==> src/rtl/fetch_ctrl.sv <==
// Fetch-stage PC sequencer: issues word-aligned imem requests, applies backend
// redirects, drops stale responses and buffers instructions for decode.
module fetch_ctrl #(
  parameter  int ADDR_WIDTH = 32,
  parameter  int DEPTH      = 4,
  localparam int W          = ADDR_WIDTH - 2
) (
  input  logic         clk,
  input  logic         rst,
  input  logic [W-1:0] rst_addr,
  input  logic         backend_redirect_en,
  input  logic [W-1:0] backend_redirect_addr,
  output logic         imem_req_valid,
  input  logic         imem_req_ready,
  output logic [W-1:0] imem_req_addr,
  input  logic         imem_rsp_valid,
  input  logic [31:0]  imem_rsp_data,
  output logic         dec_valid,
  input  logic         dec_ready,
  output logic [31:0]  dec_insn,
  output logic [W-1:0] dec_pc,
  output logic [W-1:0] fetch_addr
);

  localparam int CW = $clog2(DEPTH) + 1;
  localparam int PW = $clog2(DEPTH);
  localparam logic [CW:0]   DEPTH_C = (CW+1)'(DEPTH);
  localparam logic [CW-1:0] FULL_C  = CW'(DEPTH);

  localparam logic [0:0] ST_BOOT = 1'b0;
  localparam logic [0:0] ST_RUN  = 1'b1;

  logic [0:0]    state;
  logic [CW-1:0] outstanding, outstanding_next, drop_cnt, fifo_count;
  logic [CW:0]   in_use;

  // The PC queue holds only live (non-dropped) requests, in issue order.
  logic [W-1:0]  pcq_mem [DEPTH];
  logic [PW-1:0] pcq_wr, pcq_rd;

  logic [W-1:0]  fifo_pc   [DEPTH];
  logic [31:0]   fifo_insn [DEPTH];
  logic [PW-1:0] fifo_wr, fifo_rd;

  logic req_fire, rsp_drop, fifo_push, fifo_pop;

  assign in_use         = {1'b0, outstanding} + {1'b0, fifo_count};
  assign imem_req_valid = (state == ST_RUN) && (in_use < DEPTH_C) && !backend_redirect_en;
  assign imem_req_addr  = fetch_addr;
  assign req_fire       = imem_req_valid && imem_req_ready;

  assign rsp_drop  = backend_redirect_en || (drop_cnt != '0);
  assign fifo_push = imem_rsp_valid && !rsp_drop;
  assign dec_valid = (fifo_count != '0);
  assign fifo_pop  = dec_valid && dec_ready;
  assign dec_insn  = fifo_insn[fifo_rd];
  assign dec_pc    = fifo_pc[fifo_rd];

  // NOTE: every always_comb output gets a default first so no latch is inferred.
  always_comb begin
    outstanding_next = outstanding;
    case ({req_fire, imem_rsp_valid})
      2'b10:   outstanding_next = outstanding + CW'(1);
      2'b01:   outstanding_next = outstanding - CW'(1);
      default: outstanding_next = outstanding;
    endcase
  end

  always_ff @(posedge clk) begin
    if (rst) begin
      state       <= ST_BOOT;
      fetch_addr  <= rst_addr;
      outstanding <= '0;
      drop_cnt    <= '0;
      fifo_count  <= '0;
      fifo_wr     <= '0;
      fifo_rd     <= '0;
      pcq_wr      <= '0;
      pcq_rd      <= '0;
    end else begin
      state       <= ST_RUN;
      outstanding <= outstanding_next;
      if (req_fire) pcq_wr <= pcq_wr + PW'(1);

      if (backend_redirect_en) begin
        // Everything still in flight becomes stale, including this cycle's traffic.
        fetch_addr <= backend_redirect_addr;
        drop_cnt   <= outstanding_next;
        fifo_count <= '0;
        fifo_wr    <= '0;
        fifo_rd    <= '0;
        pcq_rd     <= pcq_wr;
      end else begin
        if (req_fire) fetch_addr <= fetch_addr + W'(1);
        if (imem_rsp_valid && (drop_cnt != '0)) drop_cnt <= drop_cnt - CW'(1);
        if (fifo_push) begin
          fifo_wr <= fifo_wr + PW'(1);
          pcq_rd  <= pcq_rd + PW'(1);
        end
        if (fifo_pop) fifo_rd <= fifo_rd + PW'(1);
        case ({fifo_push, fifo_pop})
          2'b10:   fifo_count <= fifo_count + CW'(1);
          2'b01:   fifo_count <= fifo_count - CW'(1);
          default: fifo_count <= fifo_count;
        endcase
      end
    end
  end

  // NOTE: storage arrays carry no reset; the pointers and counts alone define validity.
  always_ff @(posedge clk) begin
    if (req_fire) pcq_mem[pcq_wr] <= fetch_addr;
    if (fifo_push) begin
      fifo_pc[fifo_wr]   <= pcq_mem[pcq_rd];
      fifo_insn[fifo_wr] <= imem_rsp_data;
    end
  end

  a_no_overflow: assert property (@(posedge clk) disable iff (rst)
    !(fifo_push && (fifo_count == FULL_C)));

endmodule
==> config.mk <==
export PLATFORM = sky130hd
export DESIGN_NAME = fetch_ctrl
export DESIGN_NICKNAME = d
export VERILOG_FILES = /design/src/rtl/fetch_ctrl.sv
export SDC_FILE = /design/constraint.sdc
export NUM_CORES = 1
export LEC_CHECK = 0
export ABC_AREA = 1
export CORE_MARGIN = 1
export CORE_UTILIZATION = 45
export CTS_CLUSTER_SIZE = 40
export DETAILED_ROUTE_END_ITERATION = 8
export GPL_TIMING_DRIVEN = 0
export PLACE_DENSITY = 0.69
export SLEW_MARGIN = 15
export SYNTH_ARGS = -nofsm -noshare
export SYNTH_HDL_FRONTEND = slang
export SYNTH_SLANG_ARGS = --single-unit
export TNS_END_PERCENT = 10
==> constraint.sdc <==
create_clock -name clk -period 9.4 [get_ports clk]
set_clock_uncertainty 0.15 [all_clocks]
set_input_delay 1.88 -clock clk [delete_from_list [all_inputs] [get_ports clk]]
set_output_delay 1.88 -clock clk [all_outputs]
set_load 0.02 [all_outputs]
# ---- After elaboration in Yosys (flattened, before gate mapping)
# Memories as Yosys holds them, arrays and structs flattened. A register that Yosys moved wholly into a read port is not among the register bits.
# Index checks and enable logic that the tools add are counted.
dict set report word_totals {
  ram_bits 368
  memories 3
  inputBits 98
  reg_bits 48
  wordCells 64
}
# memory words width rd rd_clocked_by_memory_dff write_ports line_no
set mem_list {}
lappend mem_list {fifo_insn 4 32 1 1 1 42} ;# logic [31:0] fifo_insn [DEPTH];
lappend mem_list {fifo_pc 4 30 1 1 1 41} ;# logic [W-1:0] fifo_pc [DEPTH];
lappend mem_list {pcq_mem 4 30 1 1 1 38} ;# logic [W-1:0] pcq_mem [DEPTH];
dict set report classes {
  add_sub_neg 11
  n_reduce_logical 16
  magnitude_cmp 1
  mux 20
  n_eq_ne 4
}
# cell n
set ops {}
lappend ops {{30-bit 2-to-1 mux} 3}
lappend ops {{30-bit by 1-bit adder with 30-bit output (second input constant)} 1}
lappend ops {{2-bit 2-to-1 mux} 8}
lappend ops {{3-bit one-hot mux with 2 select lines} 2}
lappend ops {{3-bit nonzero test} 3}
lappend ops {{3-bit by 1-bit subtractor with 3-bit output (second input constant)} 3}
lappend ops {{2-bit by 1-bit adder with 2-bit output (second input constant)} 4}
lappend ops {{3-bit by 1-bit adder with 3-bit output (second input constant)} 2}
lappend ops {{1-bit logical AND} 6}
lappend ops {{3-bit 2-to-1 mux} 2}
lappend ops {{2-bit nonzero test} 3}
lappend ops {{1-bit 2-to-1 mux} 5}
lappend ops {{3-bit by 3-bit adder with 4-bit output} 1}
lappend ops {{2-bit by 1-bit equality test with 1-bit output (second input constant)} 2}
lappend ops {{2-bit equality test (second input constant)} 2}
lappend ops {{4-bit by 3-bit < comparator with 1-bit output (second input constant)} 1}
lappend ops {{1-bit zero test} 2}
lappend ops {{2-bit OR reduction} 1}
lappend ops {{1-bit logical OR} 1}

# ---- Depth between registers and ports, before layout
# Gate-level depths: netlist (run 1).
dict set report depth {
  ltp_word 8
  mapped_depth 14
  depth_no_buf 14
}

# ---- Least setup slack after synthesis (run 1)
# OpenSTA, ideal clock, no wires.
dict set report synth_timing {
  path_type {input port to flip-flop}
  start {in backend_redirect_en}
  end {mem fifo_insn[0][0], enable pin}
  path_stages 4
  t_arrival_ns 4.946
  n_path_buf 1
  slack_ns 3.821
  cell_sequence {buf_6 > inv_1 > nand4_1 > nor2_1}
}
dict set report synth_between {
  elab_chain_len 5
}
# item line_no
set synth_rtl {}
lappend synth_rtl {{start: declaration} 11} ;# input logic backend_redirect_en,
lappend synth_rtl {{1-bit logical OR} 52} ;# assign rsp_drop = backend_redirect_en || (drop_cnt != '0);
lappend synth_rtl {{1-bit zero test} 53} ;# assign fifo_push = imem_rsp_valid && !rsp_drop;
lappend synth_rtl {{1-bit logical AND} 53}
lappend synth_rtl {{1-bit 2-to-1 mux} 113} ;# if (fifo_push) begin
lappend synth_rtl {{1-bit 2-to-1 mux (implied by the code)} 115} ;# fifo_insn[fifo_wr] <= imem_rsp_data;
lappend synth_rtl {{end: declaration} 42}
# No other way between the ends.

# ---- Worst setup path after layout (run 1)
dict set report layout_timing {
  start {in backend_redirect_en}
  end {out imem_req_valid}
}
dict set report layout_between {
  elab_chain_len 2
}
# item line_no
set layout_rtl {}
lappend layout_rtl {{1-bit zero test} 48} ;# assign imem_req_valid = (state == ST_RUN) && (in_use < DEPTH_C) && !backend_redirect_en;
lappend layout_rtl {{1-bit logical AND} 48}
lappend layout_rtl {{end: declaration} 13} ;# output logic imem_req_valid,
# No other way between the ends.

==> impl_metrics.yaml, run 1 <==
outcome:
  outcome: "finished, final reports clean"
setup_path:
  path_buf_inv: 2
  crit_top_cell: "clkdlybuf4s50_1"
  crit_path_start: "backend_redirect_en"
  crit_end: "imem_req_valid"
  ff2ff_setup_slack_ns: 6.60
  cp_cell_sequence: "clkdlybuf4s50_1 -> or2_1 -> nor3_2 -> clkdlybuf4s50_1"
  crit_type: "input port to output port"
  rr_worst_depth: 6
  r2r-end: "fifo_pc[3][26]$_DFFE_PP_"
  r2r-start: "drop_cnt[0]$_SDFFE_PP0P_"
  cp_slowest_cell: "clkdlybuf4s50_1"
  critPathCaptureType: "output port"
  start_kind: "input port"
  slowest_delay_ns: 0.65
  cp.arrival_ns: 3.41
  critical_path_depth: 4
  cp.required_ns: 7.37
  cp_top_family: "buffers and inverters"
  crit_fanout: 2
timing:
  period_share: 0.579
  fmax_ghz: 0.184
  min_period_ns: 5.44
  slew_headroom: 0.512
  rsz0062_at_grt: "no"
  tightest_slew_ns: 0.729
  hold_viol: 0
  slew_viol_final: 0
  setup_viol: 0
  setup_slack_ns: 3.96
  fin_tns_setup_ns: 0
power:
  ir_drop_v: 0.000122
  p_leak_nw: 7.76
  power_density_nw_per_um2: 197
clock_network:
  cts_hold_buf: 0
  cts_resized: 0
  cts_tree: "done"
  ctsHtreeMaxLevel: 2
  clock_sinks: 420
  post_cts_buffers: 0
  clk_latency_ns: 0.54
  cts-root-buf: "clkbuf_16"
  clk_path_buf_depth: 3
  cts_buffers: 44
  clk_pin_slew_ns: 0.06
cells_and_area:
  n_antenna_cell: 0
  final_area_um2: 22100
  drive_above_1_share: 0.0904
  area_growth_pct: 27.2
  layout.nets: 1850
logic_synthesis:
  syn_inst: 1453
  ys_warn_count: 0
  synth_area_per_cell_um2: 12.0
  synthDistinctLibCells: 39
  synth.area.top_cells: "edfxtp_1, o21ai_0, nor2_1, nand2_1, o22ai_1"
  syn-cell-area_um2: 17400
  ys_seq_area_frac: 0.712
  synth-async-reset-ratio: 0
  synth_top_area_cell: "edfxtp_1"
  synth-edff-count: 398
  yosysTopAreaCellShare: 0.687
  synth_fp_nets: 1568
  synthFlopType: "edfxtp_1"
  synth-seq-cells: 420
detailed_routing:
  drt-pass1-iter-count: 5
  drcViolationCount: 0
  vias: 12100
  ant_nets: 0
  drt-initial-drc-count: 783
  wl_per_cell_um: 18.7
  drt_wl_total_um: 42700
  vias_per_cell: 5.31
grt:
  grt_max_degree: 31
  grt.overflow.total: 0
  antenna_found_initial: 0
  grt_pass1_vias: 12200
  grtUsageTotal: 0.217
  grt_pass1_wl_um: 65600
placement:
  post-place-ws_ns: 3.96
  routabilityCongestion: 0.895
  port_buffers: 220
  placed_cell_area_um2: 20700
  dp_hpwl_um: 29200
die:
  start_util: 0.460
  pin_count: 222
  die_area_um2: 39500
  core_area_um2: 37800
  die_y_um: 199
  rows: 71
  die_w_um: 199
min_path:
  min_path_type: "flip-flop to flip-flop"
flow_run:
  maxCapViolCount: 0
[Yosys cell counts, drive strengths merged (4+ instances only)]
cell type	count
nand3	36
o21ai	222
inv	61
ha	15
o22ai	92
edfxtp	398
xor2	5
dfxtp	22
nor2	258
nand4	4
clkbuf	51
a21oi	28
buf	53
nand2	186
[layout by cell type, fill, tap and decap left out, types with 5 or more instances in the layout]
cell	n
a21oi_1	28
buf_12	5
buf_16	11
buf_2	8
buf_4	40
bufinv_16	5
clkbuf_1	59
clkbuf_16	45
clkdlybuf4s50_1	220
clkinv_1	13
dfxtp_1	22
edfxtp_1	398
ha_1	15
inv_1	60
nand2_1	178
nand2_2	5
nand3_1	35
nor2_1	237
nor2_2	7
nor2_4	12
o21ai_0	217
o21ai_1	5
o22ai_1	92
xor2_1	5
[flip-flops by register name (all words and copies together), names as in the netlist, named ones only]
register     count
fetch_addr      30
fifo_insn      128
pcq_mem        120
fifo_count       3
fifo_rd          2
pcq_rd           2
outstanding      3
fifo_wr          2
drop_cnt         3
state            1
pcq_wr           2
fifo_pc        120
[layout make-up]
cell class	instances	area, um2
Fill cell	3055	15700
Sequential cell	420	12400
Multi-Input combinational cell	865	4280
Timing Repair Buffer	236	2610
Clock buffer	54	1170
Tap cell	511	639
Buffer	104	558
Clock inverter	26	264
Inverter	64	240
[worst min path at each step]
stage / startpoint / endpoint / slack, ns / depth (start not counted)
4_1_cts: fifo_rd[0]$_SDFFE_PP0P_ / flip-flop / 0.32 / 1
3_5_place_dp: fifo_rd[0]$_SDFFE_PP0P_ / flip-flop / 0.31 / 1
2_1_floorplan: fifo_rd[1]$_SDFFE_PP0P_ / flip-flop / 0.29 / 2
3_3_place_gp: fifo_rd[0]$_SDFFE_PP0P_ / fifo_rd[0]$_SDFFE_PP0P_ / 0.30 / 1
6_report: fifo_rd[0]$_SDFFE_PP0P_ / flip-flop / 0.33 / 1
5_1_grt: fifo_rd[0]$_SDFFE_PP0P_ / fifo_rd[0]$_SDFFE_PP0P_ / 0.36 / 1
[worst register-to-register path, stage by stage (launching register included)]
cell	delay, ns
dfxtp_1	0.30
inv_1	0.10
ha_1	0.23
nand4_1	0.54
nor2_4	0.75
buf_16	0.25
buf_16	0.18
[routing by layer]
metal,vias to the layer above,GRT usage,wire length (um)
met5,-,0,0
met4,0,0.0724,1120
met3,75,0.0356,3010
met2,492,0.373,20800
met1,5805,0.280,17900
li1,5731,-,-
[stage by stage]
| stage | total power [mW] | utilization | std cells | hold slack [ns] |
|---|---|---|---|---|
| final | 4.35 | 0.585 | 2280 | 0.329 |
| after detailed placement | 2.69 | 0.547 | 2200 | 0.307 |
| after CTS | 4.38 | 0.585 | 2280 | 0.321 |
| after floorplan | 2.45 | - | 1453 | 0.291 |
| after global placement | 2.67 | 0.535 | 2184 | 0.302 |
| after global routing | 4.50 | 0.585 | 2280 | 0.363 |
[report_power, final]
part	total [mW]	switching, mW	internal, mW
Combinational	0.463	0.263	0.201
Clock	1.70	0.680	1.02
Sequential	2.19	0.0585	2.13
Total	4.35	1.00	3.35
[cells by family after synthesis]
family          after synthesis  synth area share
flops                       420             0.712
buf+inv                     168            0.0459
fa+ha+maj                    17            0.0131
compound gates              348             0.107
simple gates                492             0.118
xor+xnor                      8           0.00403
Note: power is estimated with default switching activity, not from simulation.
==> run 2, diff against run 1 <==
--- a/config.mk
+++ b/config.mk
@@ -11,7 +11,7 @@
 export CTS_CLUSTER_SIZE = 40
 export DETAILED_ROUTE_END_ITERATION = 8
 export GPL_TIMING_DRIVEN = 0
-export PLACE_DENSITY = 0.69
+export PLACE_DENSITY = 0.72
 export SLEW_MARGIN = 15
 export SYNTH_ARGS = -nofsm -noshare
 export SYNTH_HDL_FRONTEND = slang
==> constraint.sdc (replaced) <==
create_clock -name clk -period 4.5 [get_ports clk]
set_clock_uncertainty 0.15 [all_clocks]
set_input_delay 0.9 -clock clk [delete_from_list [all_inputs] [get_ports clk]]
set_output_delay 0.9 -clock clk [all_outputs]
set_load 0.02 [all_outputs]
==> run 2 against run 1 <==
  * Power increased by 110%
  * Count of clock-buffer cells in the layout unchanged
  * Worst hold slack improved by 0.0045 ns
  * Setup slack got worse by 3.6 ns
  * Sequential power increased by 110%
  * Non-clock buffer count decreased by 4
  * Cell count decreased by 0.31%
  * Cell area decreased by 0.76%
  * Global-route usage decreased by 0.16 points
  * Critical endpoint is now dec_pc[28]
  * Largest power group unchanged
==> impl_metrics.yaml, run 2 (synthesized netlist as in run 1, its figures left out) <==
min_path:
  whs_path_depth: 1
  min_path_type: "flip-flop to flip-flop"
timing:
  setup_slack_ns: 0.359
  rsz0062_at_grt: "no"
  period_share: 0.920
  slew_viol_final: 0
  hold_ws_ns: 0.333
  fin_tns_setup_ns: 0
  tightest_slew_ns: 0.821
  min_period_ns: 4.14
  slew_headroom: 0.451
  hold_viol: 0
  setup_viol: 0
  fmax_ghz: 0.242
die:
  die_area_um2: 39500
  die_y_um: 199
  core_area_um2: 37800
  rows: 71
  die_w_um: 199
  start_util: 0.460
  pin_count: 222
cells_and_area:
  layout.nets: 1845
  reg.largest.list: "fifo_insn: 128 flops, fifo_pc: 120 flops, pcq_mem: 120 flops"
  finalNonFillerCells: 2273
  final_area_um2: 22000
  final_core_util: 0.581
  area_growth_pct: 26.3
  final_common_cell: "edfxtp_1"
  n_antenna_cell: 0
  drive_above_1_share: 0.0891
  final_cell_mix: "edfxtp_1, nor2_1, clkdlybuf4s50_1"
  regMostFlops: "fifo_insn"
  largest_register_ffs: 128
detailed_routing:
  vias: 12000
  ant_nets: 0
  drt-pass1-iter-count: 7
  vias_per_cell: 5.30
  wl_per_cell_um: 18.7
  drt_wl_total_um: 42500
  drt-initial-drc-count: 876
  drcViolationCount: 0
clock_network:
  cts-root-buf: "clkbuf_16"
  clk_path_buf_depth: 3
  clk_pin_slew_ns: 0.06
  ctsHtreeMaxLevel: 2
  clk_latency_ns: 0.54
  post_cts_buffers: 0
  cts_resized: 0
  cts_buffers: 43
  cts_tree: "done"
  cts_hold_buf: 0
  clock_sinks: 420
placement:
  dp_hpwl_um: 28800
  dp.cells: 2196
  port_buffers: 220
  placed_cell_area_um2: 20600
  post-place-ws_ns: 0.572
  routabilityCongestion: 0.916
power:
  p_leak_nw: 7.71
  total_power_mw: 9.01
  ir_drop_v: 0.000230
  power_density_nw_per_um2: 410
grt:
  grt_max_degree: 31
  antenna_found_initial: 0
  grt.overflow.total: 0
  grt_pass1_vias: 12200
  grt_pass1_wl_um: 65300
  grtUsageTotal: 0.216
setup_path:
  critical_path_depth: 6
  cp.required_ns: 3.45
  cp_top_family: "buffers and inverters"
  crit_top_cell: "clkbuf_1"
  start_kind: "flip-flop"
  cp.arrival_ns: 3.09
  rr_worst_depth: 6
  cp_slowest_cell: "clkdlybuf4s50_1"
  crit_type: "flip-flop to output port"
  slowest_delay_ns: 0.67
  cp_cell_sequence: "clkbuf_1 -> inv_1 -> clkbuf_1 -> o21ai_0 -> o22ai_1 -> clkdlybuf4s50_1"
  path_buf_inv: 4
  crit_fanout: 10
  critPathCaptureType: "output port"
outcome:
  outcome: "finished, final reports clean"
flow_run:
  maxCapViolCount: 0
-- run 2: changes by cell type in the layout (fill, tap and decap cells not counted), sizes merged --
cell	delta
buf	-4
bufinv	-1
clkinvlp	-4
clkinv	+2
-- run 2: worst paths after layout --
kind	start	end	slack, ns
setup / recovery	flip-flop	dec_pc[28]	0.36
setup reg to reg	drop_cnt[0]$_SDFFE_PP0P_	fifo_insn[1][31]$_DFFE_PP_	1.60
hold reg to reg	fifo_rd[0]$_SDFFE_PP0P_	fifo_rd[0]$_SDFFE_PP0P_	0.33
hold / removal	fifo_rd[0]$_SDFFE_PP0P_	fifo_rd[0]$_SDFFE_PP0P_	0.33
-- run 2: routing by layer --
metal | wire (um) | share of wire | global-route usage
met2 | 21200 | 0.50 | 0.382
met5 | 0 | 0 | 0
met4 | 1200 | 0.028 | 0.0769
met3 | 2920 | 0.069 | 0.0320
met1 | 17200 | 0.40 | 0.268
-- run 2: layout make-up --
type	instances	area, um2
Fill cell	3077	15900
Sequential cell	420	12400
Multi-Input combinational cell	865	4280
Timing Repair Buffer	232	2480
Clock buffer	54	1160
Tap cell	511	639
Buffer	104	558
Inverter	64	240
Clock inverter	23	233
-- run 2: worst register-to-register path: cells and delay by family (launching register included) --
family                     cells  cell delay [ns]
and+or+nand+nor                2             1.30
adders and majority gates      1             0.23
DFF                            1             0.29
buffers and inverters          3             0.60
-- run 2: where the power goes --
part	internal (mW)	switching, mW
Sequential	4.45	0.125
Clock	2.06	1.42
Combinational	0.412	0.545
